$ cat src/rtl/rv32i_pkg.sv
// Shared RV32I definitions: base opcodes and controller state encodings.
package rv32i_pkg;

  localparam logic [6:0] OP_ALUREG = 7'b0110011;
  localparam logic [6:0] OP_ALUIMM = 7'b0010011;
  localparam logic [6:0] OP_BRANCH = 7'b1100011;
  localparam logic [6:0] OP_JALR   = 7'b1100111;
  localparam logic [6:0] OP_JAL    = 7'b1101111;
  localparam logic [6:0] OP_AUIPC  = 7'b0010111;
  localparam logic [6:0] OP_LUI    = 7'b0110111;
  localparam logic [6:0] OP_LOAD   = 7'b0000011;
  localparam logic [6:0] OP_STORE  = 7'b0100011;
  localparam logic [6:0] OP_SYSTEM = 7'b1110011;

  typedef enum logic [2:0] {
    ST_FETCH_INSTR = 3'd0,
    ST_WAIT_INSTR  = 3'd1,
    ST_FETCH_REGS  = 3'd2,
    ST_EXECUTE     = 3'd3,
    ST_LOAD        = 3'd4,
    ST_STORE       = 3'd5,
    ST_WAIT_DATA   = 3'd6,
    ST_HALT        = 3'd7
  } state_t;

endpackage

$ cat src/rtl/rv32i_ctrl_fsm_if.sv
// Ready-handshaked memory request bus between the controller and memory.
interface rv32i_ctrl_fsm_if;
  logic mem_rstrb;
  logic mem_wstrb_en;
  logic mem_addr_sel;
  logic mem_rdy;

  modport master (output mem_rstrb, output mem_wstrb_en, output mem_addr_sel, input mem_rdy);
  modport slave  (input mem_rstrb, input mem_wstrb_en, input mem_addr_sel, output mem_rdy);
endinterface

$ cat src/rtl/rv32i_opclass.sv
// Combinational opcode-to-class decode, shared with the datapath.
module rv32i_opclass
  import rv32i_pkg::*;
(
  input  logic [6:0] opcode,
  output logic       is_alu,     // single-cycle class that writes rd (ALU, LUI, AUIPC, jumps)
  output logic       is_load,
  output logic       is_store,
  output logic       is_system,
  output logic       is_branch,
  output logic       writes_rd,
  output logic       legal
);

  // Classify the major opcode
  always_comb begin
    is_alu    = 1'b0;
    is_load   = 1'b0;
    is_store  = 1'b0;
    is_system = 1'b0;
    is_branch = 1'b0;
    unique case (opcode)
      OP_ALUREG, OP_ALUIMM, OP_LUI, OP_AUIPC, OP_JAL, OP_JALR: is_alu = 1'b1;
      OP_BRANCH: is_branch = 1'b1;
      OP_LOAD:   is_load   = 1'b1;
      OP_STORE:  is_store  = 1'b1;
      OP_SYSTEM: is_system = 1'b1;
      default: ;
    endcase
    writes_rd = is_alu | is_load;
    legal     = is_alu | is_branch | is_load | is_store | is_system;
  end

endmodule

$ cat src/rtl/rv32i_ctrl_fsm.sv
// Multi-cycle RV32I control sequencer with handshaked memory and wait timeout.
module rv32i_ctrl_fsm
  import rv32i_pkg::*;
#(
  parameter int unsigned WAIT_TIMEOUT = 64,
  parameter int unsigned CNT_W        = 32
) (
  input  logic             clk,
  input  logic             resetn,
  input  logic [6:0]       opcode,
  rv32i_ctrl_fsm_if.master mem,
  output logic             instr_we,
  output logic             regs_we,
  output logic             wb_en,
  output logic             pc_we,
  output logic             halted,
  output logic             illegal,
  output logic             bus_err,
  output logic [2:0]       state,
  output logic [CNT_W-1:0] instret
);

  localparam int unsigned TW = (WAIT_TIMEOUT > 1) ? $clog2(WAIT_TIMEOUT) : 1;
  localparam logic [TW-1:0] LIMIT = TW'(WAIT_TIMEOUT - 1);

  state_t        st;
  logic [TW-1:0] wait_cnt;
  logic          is_alu, is_load, is_store, is_system, is_branch, writes_rd, legal;
  logic          timeout;

  rv32i_opclass u_opclass (
    .opcode    (opcode),
    .is_alu    (is_alu),
    .is_load   (is_load),
    .is_store  (is_store),
    .is_system (is_system),
    .is_branch (is_branch),
    .writes_rd (writes_rd),
    .legal     (legal)
  );

  assign timeout = (WAIT_TIMEOUT != 0) && (wait_cnt == LIMIT) && !mem.mem_rdy;
  assign state   = st;

  // Sequencer state, wait timer, retired count and sticky fault flags
  always_ff @(posedge clk or negedge resetn) begin
    if (!resetn) begin
      st       <= ST_FETCH_INSTR;
      wait_cnt <= '0;
      instret  <= '0;
      illegal  <= 1'b0;
      bus_err  <= 1'b0;
    end else begin
      unique case (st)
        ST_FETCH_INSTR: begin
          st       <= ST_WAIT_INSTR;
          wait_cnt <= '0;
        end
        ST_WAIT_INSTR: begin
          if (mem.mem_rdy) begin
            st <= ST_FETCH_REGS;
          end else if (timeout) begin
            st      <= ST_HALT;
            bus_err <= 1'b1;
          end else begin
            wait_cnt <= wait_cnt + TW'(1);
          end
        end
        ST_FETCH_REGS: st <= ST_EXECUTE;
        ST_EXECUTE: begin
          if (is_alu || is_branch) begin
            st      <= ST_FETCH_INSTR;
            instret <= instret + CNT_W'(1);
          end else if (is_load) begin
            st <= ST_LOAD;
          end else if (is_store) begin
            st <= ST_STORE;
          end else if (is_system) begin
            st <= ST_HALT;
          end else begin
            st      <= ST_HALT;
            illegal <= 1'b1;
          end
        end
        ST_LOAD, ST_STORE: begin
          st       <= ST_WAIT_DATA;
          wait_cnt <= '0;
        end
        ST_WAIT_DATA: begin
          if (mem.mem_rdy) begin
            st      <= ST_FETCH_INSTR;
            instret <= instret + CNT_W'(1);
          end else if (timeout) begin
            st      <= ST_HALT;
            bus_err <= 1'b1;
          end else begin
            wait_cnt <= wait_cnt + TW'(1);
          end
        end
        ST_HALT: st <= ST_HALT;
        default: st <= ST_HALT;
      endcase
    end
  end

  // Strobe/enable decode from state; gated by resetn so a reset mid-transfer
  // drops every request at once even though FETCH_INSTR itself asserts mem_rstrb
  always_comb begin
    mem.mem_rstrb    = 1'b0;
    mem.mem_wstrb_en = 1'b0;
    mem.mem_addr_sel = 1'b0;
    instr_we         = 1'b0;
    regs_we          = 1'b0;
    wb_en            = 1'b0;
    pc_we            = 1'b0;
    halted           = 1'b0;
    if (resetn) begin
      unique case (st)
        ST_FETCH_INSTR: mem.mem_rstrb = 1'b1;
        ST_WAIT_INSTR:  instr_we = mem.mem_rdy;
        ST_FETCH_REGS:  regs_we = 1'b1;
        ST_EXECUTE: begin
          pc_we = is_alu | is_branch;
          wb_en = is_alu;
        end
        ST_LOAD: begin
          mem.mem_rstrb    = 1'b1;
          mem.mem_addr_sel = 1'b1;
        end
        ST_STORE: begin
          mem.mem_wstrb_en = 1'b1;
          mem.mem_addr_sel = 1'b1;
        end
        ST_WAIT_DATA: begin
          mem.mem_addr_sel = 1'b1;
          pc_we            = mem.mem_rdy;
          wb_en            = mem.mem_rdy & is_load;
        end
        ST_HALT: halted = 1'b1;
        default: ;
      endcase
    end
  end

endmodule

$ cat src/flat_wrapper.sv
// flat-port wrapper written by rule: the top's interface ports become plain ports
module rv32i_ctrl_fsm_flat import rv32i_pkg::*;
#(
  parameter int unsigned WAIT_TIMEOUT = 64,
  parameter int unsigned CNT_W        = 32
)
  (clk, resetn, opcode, instr_we, regs_we, wb_en, pc_we, halted, illegal, bus_err, state, instret, mem_mem_rstrb, mem_mem_wstrb_en, mem_mem_addr_sel, mem_mem_rdy);
  rv32i_ctrl_fsm_if mem_i ();
  input  logic clk;
  input  logic resetn;
  input  logic [6:0] opcode;
  output logic instr_we;
  output logic regs_we;
  output logic wb_en;
  output logic pc_we;
  output logic halted;
  output logic illegal;
  output logic bus_err;
  output logic [2:0] state;
  output logic [CNT_W-1:0] instret;
  output wire logic [$bits(mem_i.mem_rstrb)-1:0] mem_mem_rstrb;
  output wire logic [$bits(mem_i.mem_wstrb_en)-1:0] mem_mem_wstrb_en;
  output wire logic [$bits(mem_i.mem_addr_sel)-1:0] mem_mem_addr_sel;
  input wire logic [$bits(mem_i.mem_rdy)-1:0] mem_mem_rdy;
  assign mem_mem_rstrb = mem_i.mem_rstrb;
  assign mem_mem_wstrb_en = mem_i.mem_wstrb_en;
  assign mem_mem_addr_sel = mem_i.mem_addr_sel;
  assign mem_i.mem_rdy = mem_mem_rdy;
  rv32i_ctrl_fsm #(.WAIT_TIMEOUT(WAIT_TIMEOUT), .CNT_W(CNT_W)) u_core (.clk(clk), .resetn(resetn), .opcode(opcode), .mem(mem_i), .instr_we(instr_we), .regs_we(regs_we), .wb_en(wb_en), .pc_we(pc_we), .halted(halted), .illegal(illegal), .bus_err(bus_err), .state(state), .instret(instret));
endmodule
$ cat config.mk
export PLATFORM = sky130hd
export DESIGN_NAME = rv32i_ctrl_fsm_flat
export DESIGN_NICKNAME = d
export VERILOG_FILES = /design/src/rtl/rv32i_pkg.sv /design/src/rtl/rv32i_ctrl_fsm_if.sv /design/src/rtl/rv32i_opclass.sv /design/src/rtl/rv32i_ctrl_fsm.sv /design/src/flat_wrapper.sv
export SDC_FILE = /design/constraint.sdc
export NUM_CORES = 1
export LEC_CHECK = 0
export CAP_MARGIN = 20
export CORE_MARGIN = 3
export CORE_UTILIZATION = 50
export DETAILED_ROUTE_END_ITERATION = 7
export GPL_TIMING_DRIVEN = 0
export PLACE_DENSITY_LB_ADDON = 0.05
export SLEW_MARGIN = 30
export SYNTH_ARGS = -nofsm -noshare
export SYNTH_HDL_FRONTEND = slang
export SYNTH_SLANG_ARGS = --single-unit
$ cat constraint.sdc
create_clock -name clk -period 2.2 [get_ports clk]
set_input_delay 0.44 -clock clk [delete_from_list [all_inputs] [get_ports clk]]
set_output_delay 0.44 -clock clk [all_outputs]
set_load 0.005 [all_outputs]
==> out/results.tsv, run 1 <==
stage	metric	value	unit
final_layout	multi_input_area	1200	um^2
die	die-height	74.6	um
place	gp_congestion	0.794	
power_and_ir_drop	power.leakage	1.41	nW
logic_synthesis	synth_edf_count	0	
logic_synthesis	ys_seq_area_share	45.8	%
logic_synthesis	syn_avg_cell_area	9.96	um^2
place	placed_cell_area	2950	um^2
route	drt-initial-drc-count	169	
die	core-area	4440	um^2
timing	relSlewSlack	66.7	%
power_and_ir_drop	ir_drop	493	uV
timing	period_share	98.5	%
route	avgViaCountPerCell	5.80	
die	die_area	5560	um^2
clocking	worstSkewPairLatency	0.30	ns
clocking	path_clk_slew	0.09	ns
final_layout	utilization	71.0	%
timing	drv_slew	0	
status	status	complete, no violations	
logic_synthesis	syn-num-nets	248	
clocking	cts_buffers	5	
worst_setup_path	critPathLaunchType	input pin	
final_layout	regArea	1080	um^2
final_layout	nNetsFinal	319	
global_routing	gr-total-overflow	0	
clocking	cts_tree	yes	
logic_synthesis	synth_area	2350	um^2
final_layout	syn2layout_area_growth	34.3	%
worst_setup_path	cp_max_fo	5	
route	antenna_left	0	
logic_synthesis	yosys_register_bits	43	
logic_synthesis	yosys_warnings	0	
place	dp_hpwl	3780	um
timing	setup_tns	0	ns
route	drc	0	
timing	fmax	461	MHz
global_routing	grtUsageTotal	20.7	%
global_routing	grt_max_degree	50	
route	wl_per_cell	15.1	um
final_layout	fin_area	3160	um^2
clocking	clock-sinks	43	
logic_synthesis	syn_inst	236	
logic_synthesis	synthArstFlopShare	100	%
route	vias	2088	
worst_setup_path	worst_ep_arrival_time	1.73	ns
final_layout	drive_gt1_share	16.2	%
route	drt-total-wl	5440	um
logic_synthesis	synth_top_flop_cell	dfrtp_1	
power_and_ir_drop	cellPowerDensity	751	nW/um^2
die	io_pins	55	
place	port-buffer-count	54	
clocking	htree_levels	2	
global_routing	grt_pass1_vias	1926	
worst_hold_path	min_path_type	input pin to asynchronous set/reset pin	
die	start_util	52.9	%
job	timing.max_cap.violations	0	
timing	worst_pin_slew	0.500	ns
clocking	cts_root_buf	clkbuf_8	
global_routing	grt_pass1_wl	8880	um
timing	setup_violations	0	
die	die_x	74.6	um
final_layout	fillers	354	
logic_synthesis	synth_cell_types	46	
timing	final_hold_viol_count	0	
clocking	cts_max_path_buffers	2	
worst_setup_path	crit_type	input pin to primary output	
power_and_ir_drop	total_power	2.37	mW
timing	rsz0062_at_grt	yes	
timing	fin_crit	2.17	ns
route	first_pass_iters	4	
global_routing	antenna_found_initial	0	
worst_setup_path	cp_data_required_time	1.76	ns
die	rows	24	
final_layout	diodes	0	
worst_setup_path	endpoint_kind	primary output	
timing	fin_skew	0.00756	ns
worst paths after layout:
path                                         from                 end  slack [ns]  cells past startpoint
max in group asynchronous                  resetn     u_core.state[2]        1.81                      1
min in group clk                   u_core.illegal      u_core.illegal        0.46                      1
worst min-delay path                       resetn  u_core.wait_cnt[1]        0.05                      1
worst min register to register     u_core.illegal      u_core.illegal        0.46                      1
worst max-delay path                    opcode[4]               pc_we        0.03                      7
worst max register to register  u_core.instret[7]  u_core.instret[26]        0.25                      7
stage by stage:
step	cells	setup slack [ns]	hold WS (ns)
3_5_place_dp	342	-0.979	0.444
2_1_floorplan	236	0.166	0.144
3_3_place_gp	342	-1.62	0.440
4_1_cts	356	-0.0111	0.0617
5_1_grt	360	-0.0264	0.0737
6_report	360	0.0329	0.0461
flip-flops by register name (all words and copies together), names as in the netlist:
signal and cells:
u_core.bus_err 1, u_core.illegal 1, u_core.wait_cnt 6, u_core.state 3
u_core.instret 32
report_power, final:
group	internal [mW]	leakage, nW	switching [mW]
clock	0.338	0.0581	0.295
sequential	0.865	0.571	0.0863
combinational	0.404	0.781	0.384
synthesized netlist by cell type, types with 2 or more instances:
library cell / n / area share [%]
nor2_1: 10 / 1.6
nand3b_1: 3 / 0.96
a21oi_1: 6 / 1.3
and3_1: 16 / 4.3
xor2_1: 6 / 2.2
inv_1: 5 / 0.80
nand4_1: 20 / 5.3
nand2_1: 20 / 3.2
nand4b_1: 2 / 0.75
clkbuf_1: 8 / 1.3
xnor2_1: 26 / 9.7
ha_1: 2 / 1.1
a21o_1: 2 / 0.64
and4_1: 4 / 1.5
dfrtp_1: 43 / 46
o21ai_0: 9 / 1.9
or3_1: 3 / 0.80
and2_1: 6 / 1.6
buf_2: 3 / 0.64
nor4b_2: 2 / 1.3
nand3_1: 11 / 2.3
nor3_1: 5 / 1.1
cell usage in the layout, fill, tap and decap left out, types with 3 or more instances in the layout:
| cell | count |
|---|---|
| nor2_1 | 10 |
| nand3_1 | 11 |
| xnor2_1 | 26 |
| clkdlybuf4s50_1 | 41 |
| nor3_1 | 5 |
| dfrtp_1 | 41 |
| inv_1 | 5 |
| and4_1 | 4 |
| clkbuf_8 | 5 |
| buf_4 | 14 |
| buf_6 | 5 |
| or3_1 | 3 |
| buf_2 | 5 |
| clkbuf_1 | 4 |
| clkbuf_2 | 4 |
| a21oi_1 | 6 |
| and3_1 | 16 |
| nand3b_1 | 3 |
| and2_1 | 4 |
| nand4_1 | 20 |
| o21ai_0 | 9 |
| nand2_1 | 19 |
| xor2_1 | 6 |
cell families after synthesis:
family                     after synthesis  share of synthesized area, %
buffers and inverters                   19                          3.57
xor gates and xnor gates                32                          11.9
muxes                                    1                         0.479
and+or+nand+nor                        111                          28.6
adders and majority gates                2                          1.06
DFF                                     43                          45.8
AOI/OAI and AO/OA                       28                          8.52
area by class of cell:
cell class / count / share of cell area (%)
Tap cell: 52 / 2.06
Buffer: 13 / 2.42
Inverter: 5 / 0.595
Multi-Input combinational cell: 174 / 38.2
Clock buffer: 5 / 2.18
Timing Repair Buffer: 65 / 19.0
Clock inverter: 3 / 1.39
Sequential cell: 43 / 34.2
what timing repair did:
item	4_1_cts	5_1_grt
gates resized for setup	40	19
setup endpoints to repair	9	7
pin swaps	6	5
cloned	0	0
setup buffers	7	5
hold buffers	0	0
per-layer routing:
layer | track usage, % | up-vias | routed length (um)
met5 | 0 | - | 0
met4 | 7.11 | 0 | 79
met3 | 4.73 | 7 | 259
met2 | 31.1 | 56 | 2490
met1 | 29.4 | 1030 | 2610
li1 | - | 995 | -
worst max-delay path, stage by stage:
cell      delay, ns
buf_6          0.10
nand3b_1       0.14
or4_4          0.51
a31oi_4        0.20
buf_6          0.13
and2_4         0.13
buf_6          0.08
(Power assumes the default switching activity.)
==> run 2: changes to the inputs <==
--- a/config.mk
+++ b/config.mk
@@ -11,7 +11,6 @@
 export DETAILED_ROUTE_END_ITERATION = 7
 export GPL_TIMING_DRIVEN = 0
 export PLACE_DENSITY_LB_ADDON = 0.05
-export SLEW_MARGIN = 30
 export SYNTH_ARGS = -nofsm -noshare
 export SYNTH_HDL_FRONTEND = slang
 export SYNTH_SLANG_ARGS = --single-unit
==> out/results.tsv, run 2 (synthesized netlist as in run 1, its figures left out) <==
stage	metric	value	unit
die	die_x	74.6	um
power_and_ir_drop	cellPowerDensity	735	nW/um^2
worst_setup_path	reg2reg_slack	0.23	ns
worst_setup_path	critPathLaunchType	input pin	
worst_setup_path	crit_type	input pin to primary output	
status	status	complete, no violations	
clocking	worstSkewPairLatency	0.30	ns
final_layout	drive_gt1_share	16.0	%
die	die_area	5560	um^2
route	wl_per_cell	15.1	um
power_and_ir_drop	ir_drop	403	uV
timing	setup_tns	0	ns
timing	drv_slew	0	
route	first_pass_iters	4	
final_layout	largest_register_ffs	32	
final_layout	multi_input_area	1210	um^2
global_routing	grt_max_degree	41	
worst_setup_path	timing.rr.end	u_core.instret[26]	
route	avgViaCountPerCell	5.65	
timing	fmax	457	MHz
clocking	cts_root_buf	clkbuf_8	
timing	setup_violations	0	
global_routing	grt_pass1_vias	1925	
final_layout	fin_area	3180	um^2
worst_setup_path	critPathLaunch	opcode[6]	
clocking	htree_levels	2	
final_layout	top_register	u_core.instret	
die	core-area	4440	um^2
timing	rsz0062_at_grt	yes	
clocking	cts_tree	yes	
worst_setup_path	reg2regPathDepth	7	
route	drt-total-wl	5430	um
final_layout	diodes	0	
route	drt-initial-drc-count	187	
global_routing	antenna_found_initial	0	
worst_setup_path	cp_data_required_time	1.76	ns
power_and_ir_drop	total_power	2.34	mW
job	timing.max_cap.violations	0	
route	vias	2028	
timing	final_hold_viol_count	0	
final_layout	fillers	353	
final_layout	mostFrequentLayoutCell	clkdlybuf4s50_1	
global_routing	grt_pass1_wl	9190	um
final_layout	syn2layout_area_growth	35.3	%
final_layout	nNetsFinal	318	
worst_hold_path	min_path_type	input pin to asynchronous set/reset pin	
die	start_util	52.9	%
place	gp_congestion	0.794	
timing	period_share	99.5	%
final_layout	final_cell_mix	clkdlybuf4s50_1 (41), dfrtp_1 (40), xnor2_1 (26), nand4_1 (20), nand2_1 (19)	
timing	fin_skew	0.00758	ns
place	port-buffer-count	54	
clocking	cts_buffers	5	
place	dp_hpwl	3750	um
final_layout	regArea	1080	um^2
die	die-height	74.6	um
worst_setup_path	cp_max_fo	5	
global_routing	gr-total-overflow	0	
worst_setup_path	endpoint_kind	primary output	
clocking	path_clk_slew	0.09	ns
die	rows	24	
power_and_ir_drop	power.leakage	1.42	nW
timing	relSlewSlack	66.9	%
clocking	clock-sinks	43	
clocking	cts_max_path_buffers	2	
worst_setup_path	reg2reg_from	u_core.instret[7]	
place	placed_cell_area	2970	um^2
worst_setup_path	worst_ep_arrival_time	1.75	ns
timing	fin_crit	2.19	ns
timing	worst_pin_slew	0.496	ns
die	io_pins	55	
route	drc	0	
route	antenna_left	0	
global_routing	grtUsageTotal	21.3	%
[run 2: cell types whose count changed in the layout (fill, tap and decap cells not counted), sizes merged]
cell	change
dlygate4sd3	+1
buf	-3
dlymetal6s2s	+1
clkdlybuf4s15	-1
clkbuf	+1
[run 2: power by group]
| group | leakage, nW | internal (mW) | switching, mW | total (mW) |
|---|---|---|---|---|
| clock network | 0.0581 | 0.338 | 0.290 | 0.628 |
| logic | 0.796 | 0.375 | 0.377 | 0.752 |
| registers | 0.570 | 0.866 | 0.0901 | 0.957 |
[run 2: repair_timing]
| item | 4_1_cts | 5_1_grt |
|---|---|---|
| gates cloned | 0 | 0 |
| hold buffers | 1 | 0 |
| hold endpoints to repair | 4 | 0 |
| pin swaps | 6 | 3 |
| endpoints found under the setup margin | 10 | 7 |
| buffers inserted | 6 | 2 |
| resized for setup | 39 | 19 |
[run 2: area by class of cell]
cell class,instances,area share (%)
timing repair buffer,64,19.4
tap,52,2.05
sequential,43,34.0
multi-input combinational,174,38.0
clock inverter,3,1.38
inverter,5,0.591
buffer,13,2.52
clock buffer,5,2.17
[run 2: worst max-delay path, stage by stage]
cell	delay, ns
buf_8	0.10
or3b_1	0.36
a21o_1	0.19
buf_6	0.12
a31oi_4	0.19
buf_6	0.13
and2_4	0.13
buf_6	0.08
[run 2: worst max path at each step]
stage,slack [ns],cells past startpoint,endpoint
global route,-0.03,8,pc_we
finish,0.01,8,pc_we
floorplan,0.17,5,pc_we
global placement,-1.62,4,mem_mem_addr_sel
CTS,0.003,6,pc_we
detailed placement,-0.97,7,pc_we
[run 2: stage by stage]
stage	hold slack [ns]	std cells	utilization (%)	worst slack (ns)
2_1_floorplan	0.144	236	-	0.166
3_3_place_gp	0.440	342	66.5	-1.62
3_5_place_dp	0.304	343	66.8	-0.972
4_1_cts	0.193	357	70.7	0.00281
5_1_grt	0.204	359	71.5	-0.0322
6_report	0.193	359	71.5	0.0114
[run 2: layer usage]
layer  vias up  part of all wire (%)  track usage (%)
met5         -                     0                0
met4         0                   1.1             6.13
met3         6                   4.8             5.00
met2        50                    45             30.9
met1       976                    49             31.7
li1        996                     -                -
